### config.mk
export PLATFORM = sky130hd
export DESIGN_NAME = arf_operand_loader
export DESIGN_NICKNAME = d
export VERILOG_FILES = /design/src/rtl/arf_pkg.sv /design/src/rtl/arf_op_bank.sv /design/src/rtl/arf_operand_loader.sv
export SDC_FILE = /design/constraint.sdc
export NUM_CORES = 1
export LEC_CHECK = 0
export CORE_ASPECT_RATIO = 1.1
export CORE_MARGIN = 3
export CORE_UTILIZATION = 55
export CTS_CLUSTER_DIAMETER = 40
export DETAILED_ROUTE_END_ITERATION = 8
export GPL_TIMING_DRIVEN = 0
export PLACE_DENSITY = 0.76
export SLEW_MARGIN = 20
export SYNTH_ARGS = -nofsm -noshare
export SYNTH_HDL_FRONTEND = slang
export SYNTH_HIERARCHICAL = 1
export SYNTH_SLANG_ARGS = --single-unit
### constraint.sdc
create_clock -name clk -period 3.66 [get_ports clk]
set_clock_uncertainty 0.1 [all_clocks]
set_input_delay 0.549 -clock clk [delete_from_list [all_inputs] [get_ports clk]]
set_output_delay 0.549 -clock clk [all_outputs]
set_load 0.01 [all_outputs]
### src/rtl/arf_pkg.sv
// Shared types and defaults for the ARF first-layer operand loader.
package arf_pkg;

   localparam int unsigned DATA_W_DEF  = 16;
   localparam int unsigned N_OPS_DEF   = 16;
   localparam int unsigned FRAME_CNT_W = 16;

   typedef enum logic {
      ST_FILL = 1'b0,
      ST_DROP = 1'b1
   } ld_state_e;

   // Index width that stays at least one bit wide for single-entry banks.
   function automatic int unsigned idx_w(input int unsigned n);
      return (n > 1) ? $clog2(n) : 1;
   endfunction

endpackage

### src/rtl/arf_op_bank.sv
// One frame of operand storage: indexed word writes, whole frame read out flat.
module arf_op_bank
   import arf_pkg::*;
#(
   parameter int unsigned  DATA_W = DATA_W_DEF,
   parameter int unsigned  N_OPS  = N_OPS_DEF,
   localparam int unsigned IDX_W  = idx_w(N_OPS)
) (
   input  logic                    clk,
   input  logic                    rst_n,
   input  logic                    wr_en,
   input  logic [IDX_W-1:0]        wr_idx,
   input  logic [DATA_W-1:0]       wr_data,
   output logic [N_OPS*DATA_W-1:0] rd_data
);

   logic [N_OPS-1:0][DATA_W-1:0] mem_q;
   logic [N_OPS-1:0][DATA_W-1:0] mem_d;

   // Decode the write index per slot so out-of-range indices simply write nothing.
   always_comb begin
      mem_d = mem_q;
      for (int k = 0; k < N_OPS; k++) begin
         if (wr_en && (wr_idx == IDX_W'(k))) begin
            mem_d[k] = wr_data;
         end
      end
   end

   // Storage register; cleared on reset so the parallel output reads zero.
   always_ff @(posedge clk or negedge rst_n) begin
      if (!rst_n) begin
         mem_q <= '0;
      end else begin
         mem_q <= mem_d;
      end
   end

   assign rd_data = mem_q;

endmodule

### src/rtl/arf_operand_loader.sv
// Serial-to-parallel operand loader feeding the ARF first-layer multipliers.
// Two ping-pong banks: one fills from the serial stream while the other is
// presented to the datapath. Malformed frames are flagged and discarded.
//
//   state   | meaning
//   --------+------------------------------------------------------------
//   ST_FILL | storing words into bank wptr at index wcnt
//   ST_DROP | frame overran N_OPS; swallow words until in_last
module arf_operand_loader
   import arf_pkg::*;
#(
   parameter int unsigned DATA_W = DATA_W_DEF,
   parameter int unsigned N_OPS  = N_OPS_DEF
) (
   input  logic                    clk,
   input  logic                    rst_n,
   input  logic                    in_valid,
   output logic                    in_ready,
   input  logic [DATA_W-1:0]       in_data,
   input  logic                    in_last,
   output logic                    out_valid,
   input  logic                    out_ready,
   output logic [N_OPS*DATA_W-1:0] out_ops,
   output logic                    err_short,
   output logic                    err_long,
   output logic [FRAME_CNT_W-1:0]  frame_cnt
);

   localparam int unsigned IDX_W = idx_w(N_OPS);

   ld_state_e              state_q, state_d;
   logic                   wptr_q, wptr_d;
   logic                   rptr_q, rptr_d;
   logic [1:0]             full_q, full_d;
   logic [IDX_W-1:0]       wcnt_q, wcnt_d;
   logic                   err_short_q, err_short_d;
   logic                   err_long_q, err_long_d;
   logic [FRAME_CNT_W-1:0] frame_cnt_q, frame_cnt_d;
   logic                   rdy_en_q, rdy_en_d;

   logic                    accept;
   logic                    consume;
   logic                    at_end;
   logic [1:0]              bank_we;
   logic [N_OPS*DATA_W-1:0] bank0_rd;
   logic [N_OPS*DATA_W-1:0] bank1_rd;

   // rdy_en_q holds in_ready low through reset and releases it one edge later.
   assign in_ready  = rdy_en_q & ((state_q == ST_DROP) | ~full_q[wptr_q]);
   assign out_valid = full_q[rptr_q];
   assign out_ops   = rptr_q ? bank1_rd : bank0_rd;
   assign err_short = err_short_q;
   assign err_long  = err_long_q;
   assign frame_cnt = frame_cnt_q;

   assign accept  = in_valid & in_ready;
   assign consume = out_valid & out_ready;
   assign at_end  = (wcnt_q == IDX_W'(N_OPS - 1));

   // Next-state: fill/drop sequencing and bank hand-off. Fill and consume touch
   // different banks (filling needs the bank empty, consuming needs it full),
   // so both may update full_d in the same cycle.
   always_comb begin
      state_d     = state_q;
      wptr_d      = wptr_q;
      rptr_d      = rptr_q;
      full_d      = full_q;
      wcnt_d      = wcnt_q;
      err_short_d = 1'b0;
      err_long_d  = 1'b0;
      frame_cnt_d = frame_cnt_q;
      rdy_en_d    = 1'b1;
      bank_we     = 2'b00;

      if (consume) begin
         full_d[rptr_q] = 1'b0;
         rptr_d         = ~rptr_q;
         frame_cnt_d    = frame_cnt_q + FRAME_CNT_W'(1);
      end

      unique case (state_q)
         ST_FILL: begin
            if (accept) begin
               // A write into a frame that later turns out bad is harmless:
               // the bank is only marked full on a well-formed last word.
               bank_we[wptr_q] = 1'b1;
               if (in_last && at_end) begin
                  full_d[wptr_q] = 1'b1;
                  wptr_d         = ~wptr_q;
                  wcnt_d         = '0;
               end else if (in_last) begin
                  err_short_d = 1'b1;
                  wcnt_d      = '0;
               end else if (at_end) begin
                  err_long_d = 1'b1;
                  wcnt_d     = '0;
                  state_d    = ST_DROP;
               end else begin
                  wcnt_d = wcnt_q + IDX_W'(1);
               end
            end
         end
         ST_DROP: begin
            if (accept && in_last) begin
               state_d = ST_FILL;
               wcnt_d  = '0;
            end
         end
         default: begin
            state_d = ST_FILL;
         end
      endcase
   end

   // Control state register.
   always_ff @(posedge clk or negedge rst_n) begin
      if (!rst_n) begin
         state_q     <= ST_FILL;
         wptr_q      <= 1'b0;
         rptr_q      <= 1'b0;
         full_q      <= 2'b00;
         wcnt_q      <= '0;
         err_short_q <= 1'b0;
         err_long_q  <= 1'b0;
         frame_cnt_q <= '0;
         rdy_en_q    <= 1'b0;
      end else begin
         state_q     <= state_d;
         wptr_q      <= wptr_d;
         rptr_q      <= rptr_d;
         full_q      <= full_d;
         wcnt_q      <= wcnt_d;
         err_short_q <= err_short_d;
         err_long_q  <= err_long_d;
         frame_cnt_q <= frame_cnt_d;
         rdy_en_q    <= rdy_en_d;
      end
   end

   arf_op_bank #(
      .DATA_W (DATA_W),
      .N_OPS  (N_OPS)
   ) u_bank0 (
      .clk     (clk),
      .rst_n   (rst_n),
      .wr_en   (bank_we[0]),
      .wr_idx  (wcnt_q),
      .wr_data (in_data),
      .rd_data (bank0_rd)
   );

   arf_op_bank #(
      .DATA_W (DATA_W),
      .N_OPS  (N_OPS)
   ) u_bank1 (
      .clk     (clk),
      .rst_n   (rst_n),
      .wr_en   (bank_we[1]),
      .wr_idx  (wcnt_q),
      .wr_data (in_data),
      .rd_data (bank1_rd)
   );

endmodule

Yosys cells after proc, flatten, opt, wreduce, memory -nomap -nowiden
Index checks and enable logic that the tools add are counted.

Output and inout bits: 276. Register bits: 540. Logic and storage cells: 146. Input port bits: 21.

Bitwise gates (word level): 11. Reduce and logical (&&, ||, !) cells: 39. Magnitude comparators: 4. Equality and inequality tests: 17. $add $sub $neg: 2. Muxes and demuxes: 32.

Operators by type and width (count): $mux W256 (1); $logic_and A1 B1 Y1 (36); $eq A4 B4 Y1 const B (8); $mux W4 (5); $add A16 B1 Y16 const B (1); $eq A4 B3 Y1 const B (4); $mux W1 (16); $mux W2 (6); $eq A4 B2 Y1 const B (2); $pmux W4 S2 (1); $add A4 B1 Y4 const B (1); $eq A4 B1 Y1 const B (1); $logic_not A4 Y1 (1); $lt A1 B2 Y1 const B (2); $not A1 Y1 (4); $and A1 B1 Y1 (3); $reduce_and A3 Y1 (1); $and A2 B2 Y2 (1); $demux W1 S1 (2); $ge A1 B1 Y1 const B (2); $ne A2 B1 Y1 const B (1); $ne A2 B2 Y1 const B (1); $not A2 Y2 (1); $or A2 B2 Y2 (1); other kinds (3) (3).

Longest topological paths before layout
Word-level depth: 11. Depth in mapped cells: 7. Mapped depth without buffers: 5.

By module
Netlist, hierarchy kept.

By module, submodules not included: arf_op_bank (area an instance 9600.5 um2, times used 2, cells an instance 574, sequential area each 6406.1 um2); arf_operand_loader (area an instance 4354.2 um2, times used 1, cells an instance 403, sequential area each 700.7 um2).

Worst setup path after synthesis
No wires, ideal clock.

Kind: input -> register. From: in in_valid. To: reg u_bank1.mem_q, in the netlist u_bank1/rd_data[213]. Library setup time: 0.125 ns. Path buffers: 1. Data arrival time: 2.246 ns. Stages: 6. Setup slack: 1.189 ns. Data required time: 3.435 ns. Path through: nand2_1 -> nor4_1 -> nand3_1 -> nor2_1 -> buf_2 -> mux2_2.

Cells in the longest elaborated chain, start to end: 4.

RTL lines: start: declaration (RTL line arf_operand_loader.sv:17) `input logic in_valid,`; $and A1 B1 Y1 (RTL line arf_operand_loader.sv:56) `assign accept = in_valid & in_ready;`; $mux W2 (RTL line arf_operand_loader.sv:83) `if (accept) begin`; $mux W2 (RTL line arf_operand_loader.sv:81) `unique case (state_q)`; via bank_we[1] (RTL line arf_operand_loader.sv:44) `logic [1:0] bank_we;`; $logic_and A1 B1 Y1 (RTL line arf_op_bank.sv:24) `if (wr_en && (wr_idx == IDX_W'(k))) begin`; end signal: assignment (RTL line arf_op_bank.sv:35) `mem_q <= mem_d;`; end: declaration (RTL line arf_op_bank.sv:17) `logic [N_OPS-1:0][DATA_W-1:0] mem_q;`.

The timed path passes the listed nets, and every way through them passes these cells. A chain may end at the register's enable or synchronous reset.

Worst setup path after layout
From: reg rptr_q. To: out out_ops[127].

Cells in the longest elaborated chain, start to end: 1.

RTL lines: start: declaration (RTL line arf_operand_loader.sv:33) `logic rptr_q, rptr_d;`; start signal: assignment (RTL line arf_operand_loader.sv:130) `rptr_q <= rptr_d;`; $mux W256 (RTL line arf_operand_loader.sv:51) `assign out_ops = rptr_q ? bank1_rd : bank0_rd;`; end: declaration (RTL line arf_operand_loader.sv:23) `output logic [N_OPS*DATA_W-1:0] out_ops,`.

No other way between the ends.

==> flow_summary.html <==
<table>
<tr><th>Metric</th><th>Value</th></tr>
<tr><th colspan="2">Yosys</th></tr>
<tr><td>Simple-Gate Fraction of Synth Area</td><td>0.0220</td></tr>
<tr><td>Fraction of synthesized cell area taken by the top area cell type</td><td>0.574</td></tr>
<tr><td>Parity-gate share of the synthesized area counting xor and xnor cells</td><td>0.00595</td></tr>
<tr><td>Proportion of synthesized chip area in sequential cells</td><td>0.574</td></tr>
<tr><td>Synth warn</td><td>6</td></tr>
<tr><td>Synth top area cells</td><td>sky130_fd_sc_hd__dfrtp_1, sky130_fd_sc_hd__mux2_2, sky130_fd_sc_hd__mux2_1, sky130_fd_sc_hd__buf_2, sky130_fd_sc_hd__clkbuf_1</td></tr>
<tr><td>Register bit count reported by yosys</td><td>540</td></tr>
<tr><td>Post-synthesis instance total</td><td>1551</td></tr>
<tr><td>Largest family of logic cells by synthesized area</td><td>multiplexers</td></tr>
<tr><td>Compound-gate portion of the synthesized area</td><td>0.00510</td></tr>
<tr><td>Cell variety after synth</td><td>40</td></tr>
<tr><td>Syn Std Cell Area</td><td>23600 µm²</td></tr>
<tr><td>Mux cell area share after synthesis</td><td>0.369</td></tr>
<tr><td>Post-synth top area cell</td><td>sky130_fd_sc_hd__dfrtp_1</td></tr>
<tr><td>Adder and majority gate portion of the synthesized area</td><td>0.00106</td></tr>
<tr><td>Syn Area/Cell</td><td>15.2 µm²</td></tr>
<tr><td>Total nets after synthesis</td><td>1574</td></tr>
<tr><th colspan="2">Detailed routing</th></tr>
<tr><td>Vias/cell</td><td>5.65</td></tr>
<tr><td>Via count</td><td>14.3k</td></tr>
<tr><td>WL/cell</td><td>24.5 µm</td></tr>
<tr><td>DR pass1 iterations</td><td>4</td></tr>
<tr><td>Detailed-route wire length</td><td>62100 µm</td></tr>
<tr><td>Residual DRC</td><td>0</td></tr>
<tr><td>Number of routed nets with antenna violations</td><td>0</td></tr>
<tr><td>Initial drt markers</td><td>677</td></tr>
<tr><th colspan="2">Clocking</th></tr>
<tr><td>Clock Path Buffers</td><td>3</td></tr>
<tr><td>Sink Count</td><td>540</td></tr>
<tr><td>Clock transition at the registers of the reported paths</td><td>0.05 ns</td></tr>
<tr><td>H-tree Lvls</td><td>3</td></tr>
<tr><td>Number of clock buffers inserted by TritonCTS</td><td>68</td></tr>
<tr><td>Clock tree from TritonCTS</td><td>done</td></tr>
<tr><td>Latest clock arrival within the worst-skew pair</td><td>0.57 ns</td></tr>
<tr><td>Number of buffers inserted by post-CTS setup repair</td><td>0</td></tr>
<tr><td>Clock tree root buffer cell</td><td>sky130_fd_sc_hd__clkbuf_16</td></tr>
<tr><th colspan="2">STA</th></tr>
<tr><td>Hold_ws</td><td>0.180 ns</td></tr>
<tr><td>Actual transition at the worst max-transition pin</td><td>0.886 ns</td></tr>
<tr><td>Worst setup slack after layout</td><td>0.132 ns</td></tr>
<tr><td>Setup repair after global routing missed its margin</td><td>false</td></tr>
<tr><td>Max-slew violation total from the final report</td><td>0</td></tr>
<tr><td>Count of endpoints failing setup in the final report</td><td>0</td></tr>
<tr><td>Peak clock frequency supported by timing</td><td>0.283 GHz</td></tr>
<tr><td>Final hold violation count</td><td>0</td></tr>
<tr><td>Final worst path period share</td><td>0.964</td></tr>
<tr><td>Clock period minus final worst setup slack</td><td>3.53 ns</td></tr>
<tr><td>Final sum of negative setup slack</td><td>0 ns</td></tr>
<tr><td>Slew HR</td><td>0.410</td></tr>
<tr><th colspan="2">Die</th></tr>
<tr><td>Core Box Area</td><td>41800 µm²</td></tr>
<tr><td>Die height</td><td>223 µm</td></tr>
<tr><td>Die Outline Area</td><td>45300 µm²</td></tr>
<tr><td>Initial core utilization</td><td>0.564</td></tr>
<tr><td>Die span in x</td><td>203 µm</td></tr>
<tr><td># rows</td><td>78</td></tr>
<tr><td>Number of top-level pins</td><td>297</td></tr>
<tr><th colspan="2">Setup path</th></tr>
<tr><td>Worst Path Buf+Inv</td><td>4</td></tr>
<tr><td>Nature of the critical path startpoint</td><td>flop</td></tr>
<tr><td>Cell with the biggest individual delay on the critical path</td><td>sky130_fd_sc_hd__clkdlybuf4s50_1</td></tr>
<tr><td>Data required time at the worst endpoint</td><td>3.01 ns</td></tr>
<tr><td>Cell class contributing the biggest share of worst-path delay</td><td>buffers and inverters</td></tr>
<tr><td>Max FO, Critical Path</td><td>18</td></tr>
<tr><td>Data arrival at the endpoint of the critical path</td><td>2.88 ns</td></tr>
<tr><td>Critical Path Max Stage Delay</td><td>0.49 ns</td></tr>
<tr><td>Worst setup path class</td><td>reg2out</td></tr>
<tr><td>List of cells traversed by the critical path</td><td>buf_4 -&gt; clkbuf_2 -&gt; buf_2 -&gt; mux2_2 -&gt; clkdlybuf4s50_1</td></tr>
<tr><td>Endpoint type of the worst setup path</td><td>output pin</td></tr>
<tr><th colspan="2">Power and ir drop</th></tr>
<tr><td>Leakage power figure</td><td>14.3 nW</td></tr>
<tr><td>Clock power frac</td><td>0.386</td></tr>
<tr><td>Switching power summed over all nets</td><td>4.32 mW</td></tr>
<tr><td>Worst IR Drop VDD</td><td>0.410 mV</td></tr>
<tr><td>Net switching fraction of the power</td><td>0.252</td></tr>
<tr><td>Internal portion of total power</td><td>12.9 mW</td></tr>
<tr><td>Final Power</td><td>17.2 mW</td></tr>
<tr><td>Power Dens Cells</td><td>579 nW/µm²</td></tr>
<tr><td>Part of the power in registers</td><td>0.407</td></tr>
<tr><td>Combinational cell fraction of total power</td><td>0.207</td></tr>
<tr><th colspan="2">Global routing</th></tr>
<tr><td>Wire length of the first global-routing pass</td><td>94500 µm</td></tr>
<tr><td>Overall routing resource usage</td><td>0.274</td></tr>
<tr><td>Remaining global-route overflow</td><td>0</td></tr>
<tr><td>Vias in the first global route</td><td>15.6k</td></tr>
<tr><td>Number of antenna violations at the first check in global routing</td><td>0</td></tr>
<tr><td>Largest net degree at the start of global routing</td><td>104</td></tr>
<tr><th colspan="2">Run status</th></tr>
<tr><td>Run status</td><td>finished, final reports clean</td></tr>
<tr><th colspan="2">Layout</th></tr>
<tr><td>Net count reported at finish</td><td>1945</td></tr>
<tr><td>Area of combinational cells with multiple inputs</td><td>9510 µm²</td></tr>
<tr><td>Number of filler instances in the final layout</td><td>2928</td></tr>
<tr><td>Syn-to-layout area delta</td><td>25.9%</td></tr>
<tr><td>Combined flip-flop and latch cell area</td><td>13500 µm²</td></tr>
<tr><td>Most common cell after layout, fill and taps aside</td><td>sky130_fd_sc_hd__mux2_2</td></tr>
<tr><td>Core Util, Final</td><td>0.710</td></tr>
<tr><td>Top library cells by usage in the layout, fill and taps aside</td><td>sky130_fd_sc_hd__mux2_2, sky130_fd_sc_hd__dfrtp_1, sky130_fd_sc_hd__clkdlybuf4s50_1</td></tr>
<tr><td>Filler-free cell count of the finished design</td><td>2531</td></tr>
<tr><td>Final std cell area, no fill</td><td>29700 µm²</td></tr>
<tr><td>Diodes inserted</td><td>0</td></tr>
<tr><td>Fraction of layout instances using a drive strength above 1</td><td>0.464</td></tr>
<tr><th colspan="2">Min path</th></tr>
<tr><td>Hold/Removal Path Class</td><td>in2reg</td></tr>
<tr><th colspan="2">Placed design</th></tr>
<tr><td>Instance area after placement</td><td>27400 µm²</td></tr>
<tr><td>Final weighted congestion of routability-driven global placement</td><td>0.840</td></tr>
<tr><td>Placed insts</td><td>2412</td></tr>
<tr><td>Dpl ws</td><td>-0.177 ns</td></tr>
<tr><td>HPWL after detailed placement</td><td>42300 µm</td></tr>
<tr><td>Number of buffers inserted by port buffering</td><td>295</td></tr>
<tr><th colspan="2">Flow run</th></tr>
<tr><td># Max-Cap Violations</td><td>0</td></tr>
</table>
sequential cells by signal, indices dropped and copies added, names as in the netlist:
register         cells
u_bank1/rd_data    256
err_long             1
wcnt_q               4
wptr_q               1
state_q              1
full_q               2
u_bank0/rd_data    256
rptr_q               1
err_short            1
frame_cnt           16
rdy_en_q             1
synth_stat cells (all sizes together):
| master | number |
|---|---|
| nor3b | 2 |
| o21ai | 4 |
| nor2b | 1 |
| a22o | 1 |
| o31ai | 1 |
| and4 | 2 |
| ha | 2 |
| nand3 | 10 |
| mux2i | 2 |
| inv | 7 |
| clkbuf | 36 |
| nand4 | 4 |
| a21boi | 1 |
| a21oi | 5 |
| xor2 | 2 |
| a22oi | 2 |
| nand3b | 6 |
| nor3 | 4 |
| or3 | 6 |
| dfrtp | 540 |
| nor2 | 22 |
| mux2 | 770 |
| buf | 71 |
| xnor2 | 14 |
| conb | 1 |
| nor4 | 3 |
| a31oi | 1 |
| o22ai | 3 |
| nand2 | 15 |
| nand2b | 6 |
| and3 | 7 |
repair_timing:
item / in CTS / in global routing
endpoints found under the hold margin: 36 / 0
gates resized for setup: 1 / 0
endpoints found under the setup margin: 5 / 0
hold buffers: 1 / 0
routing by layer:
metal  GRT usage  share of wire  vias up
met4      0.0777          0.023        0
met2       0.452           0.49      359
met1       0.361           0.42     7543
li1            -              -     6299
met3      0.0718          0.073       94
met5           0              0        -
final timing paths:
kind	startpoint	to	slack [ns]	cells after the start
max in group asynchronous	rst_n	u_bank0/rd_data[182]	1.57	5
min	in_last	err_long	0.18	2
max reg2reg	state_q	u_bank0/rd_data[217]	0.24	6
min reg2reg	u_bank0/rd_data[77]	u_bank0/rd_data[77]	0.38	1
min in group asynchronous	rst_n	u_bank0/rd_data[19]	0.35	2
max	rptr_q	out_ops[127]	0.13	5
area by class of cell:
cell class              instances  share of cell area
plain buffers                 106              0.0169
clock buffers                  90              0.0660
clock inverters                29              0.0107
inverters                       7            0.000886
multi-input cells             897               0.321
flip-flops and latches        540               0.456
well taps                     560              0.0236
repair buffers                302               0.106
cells by family (layout without fill, tap and decap cells):
kind of cell | after synthesis | count (layout)
muxes | 772 | 772
DFF | 540 | 540
buffers and inverters | 114 | 534
and+or+nand+nor | 88 | 88
AOI/OAI and AO/OA | 18 | 18
xor gates and xnor gates | 16 | 16
adders and majority gates | 2 | 2
other | 1 | 1
power groups by stage:
stage	sequential [mW]	clock, mW	combinational (mW)
2_1_floorplan	6.97	0	1.69
3_3_place_gp	7.07	0	3.50
3_5_place_dp	7.08	0	3.56
4_1_cts	6.99	6.75	3.59
5_1_grt	7.07	7.02	3.77
6_report	6.99	6.63	3.56
(Power assumes the default switching activity.)
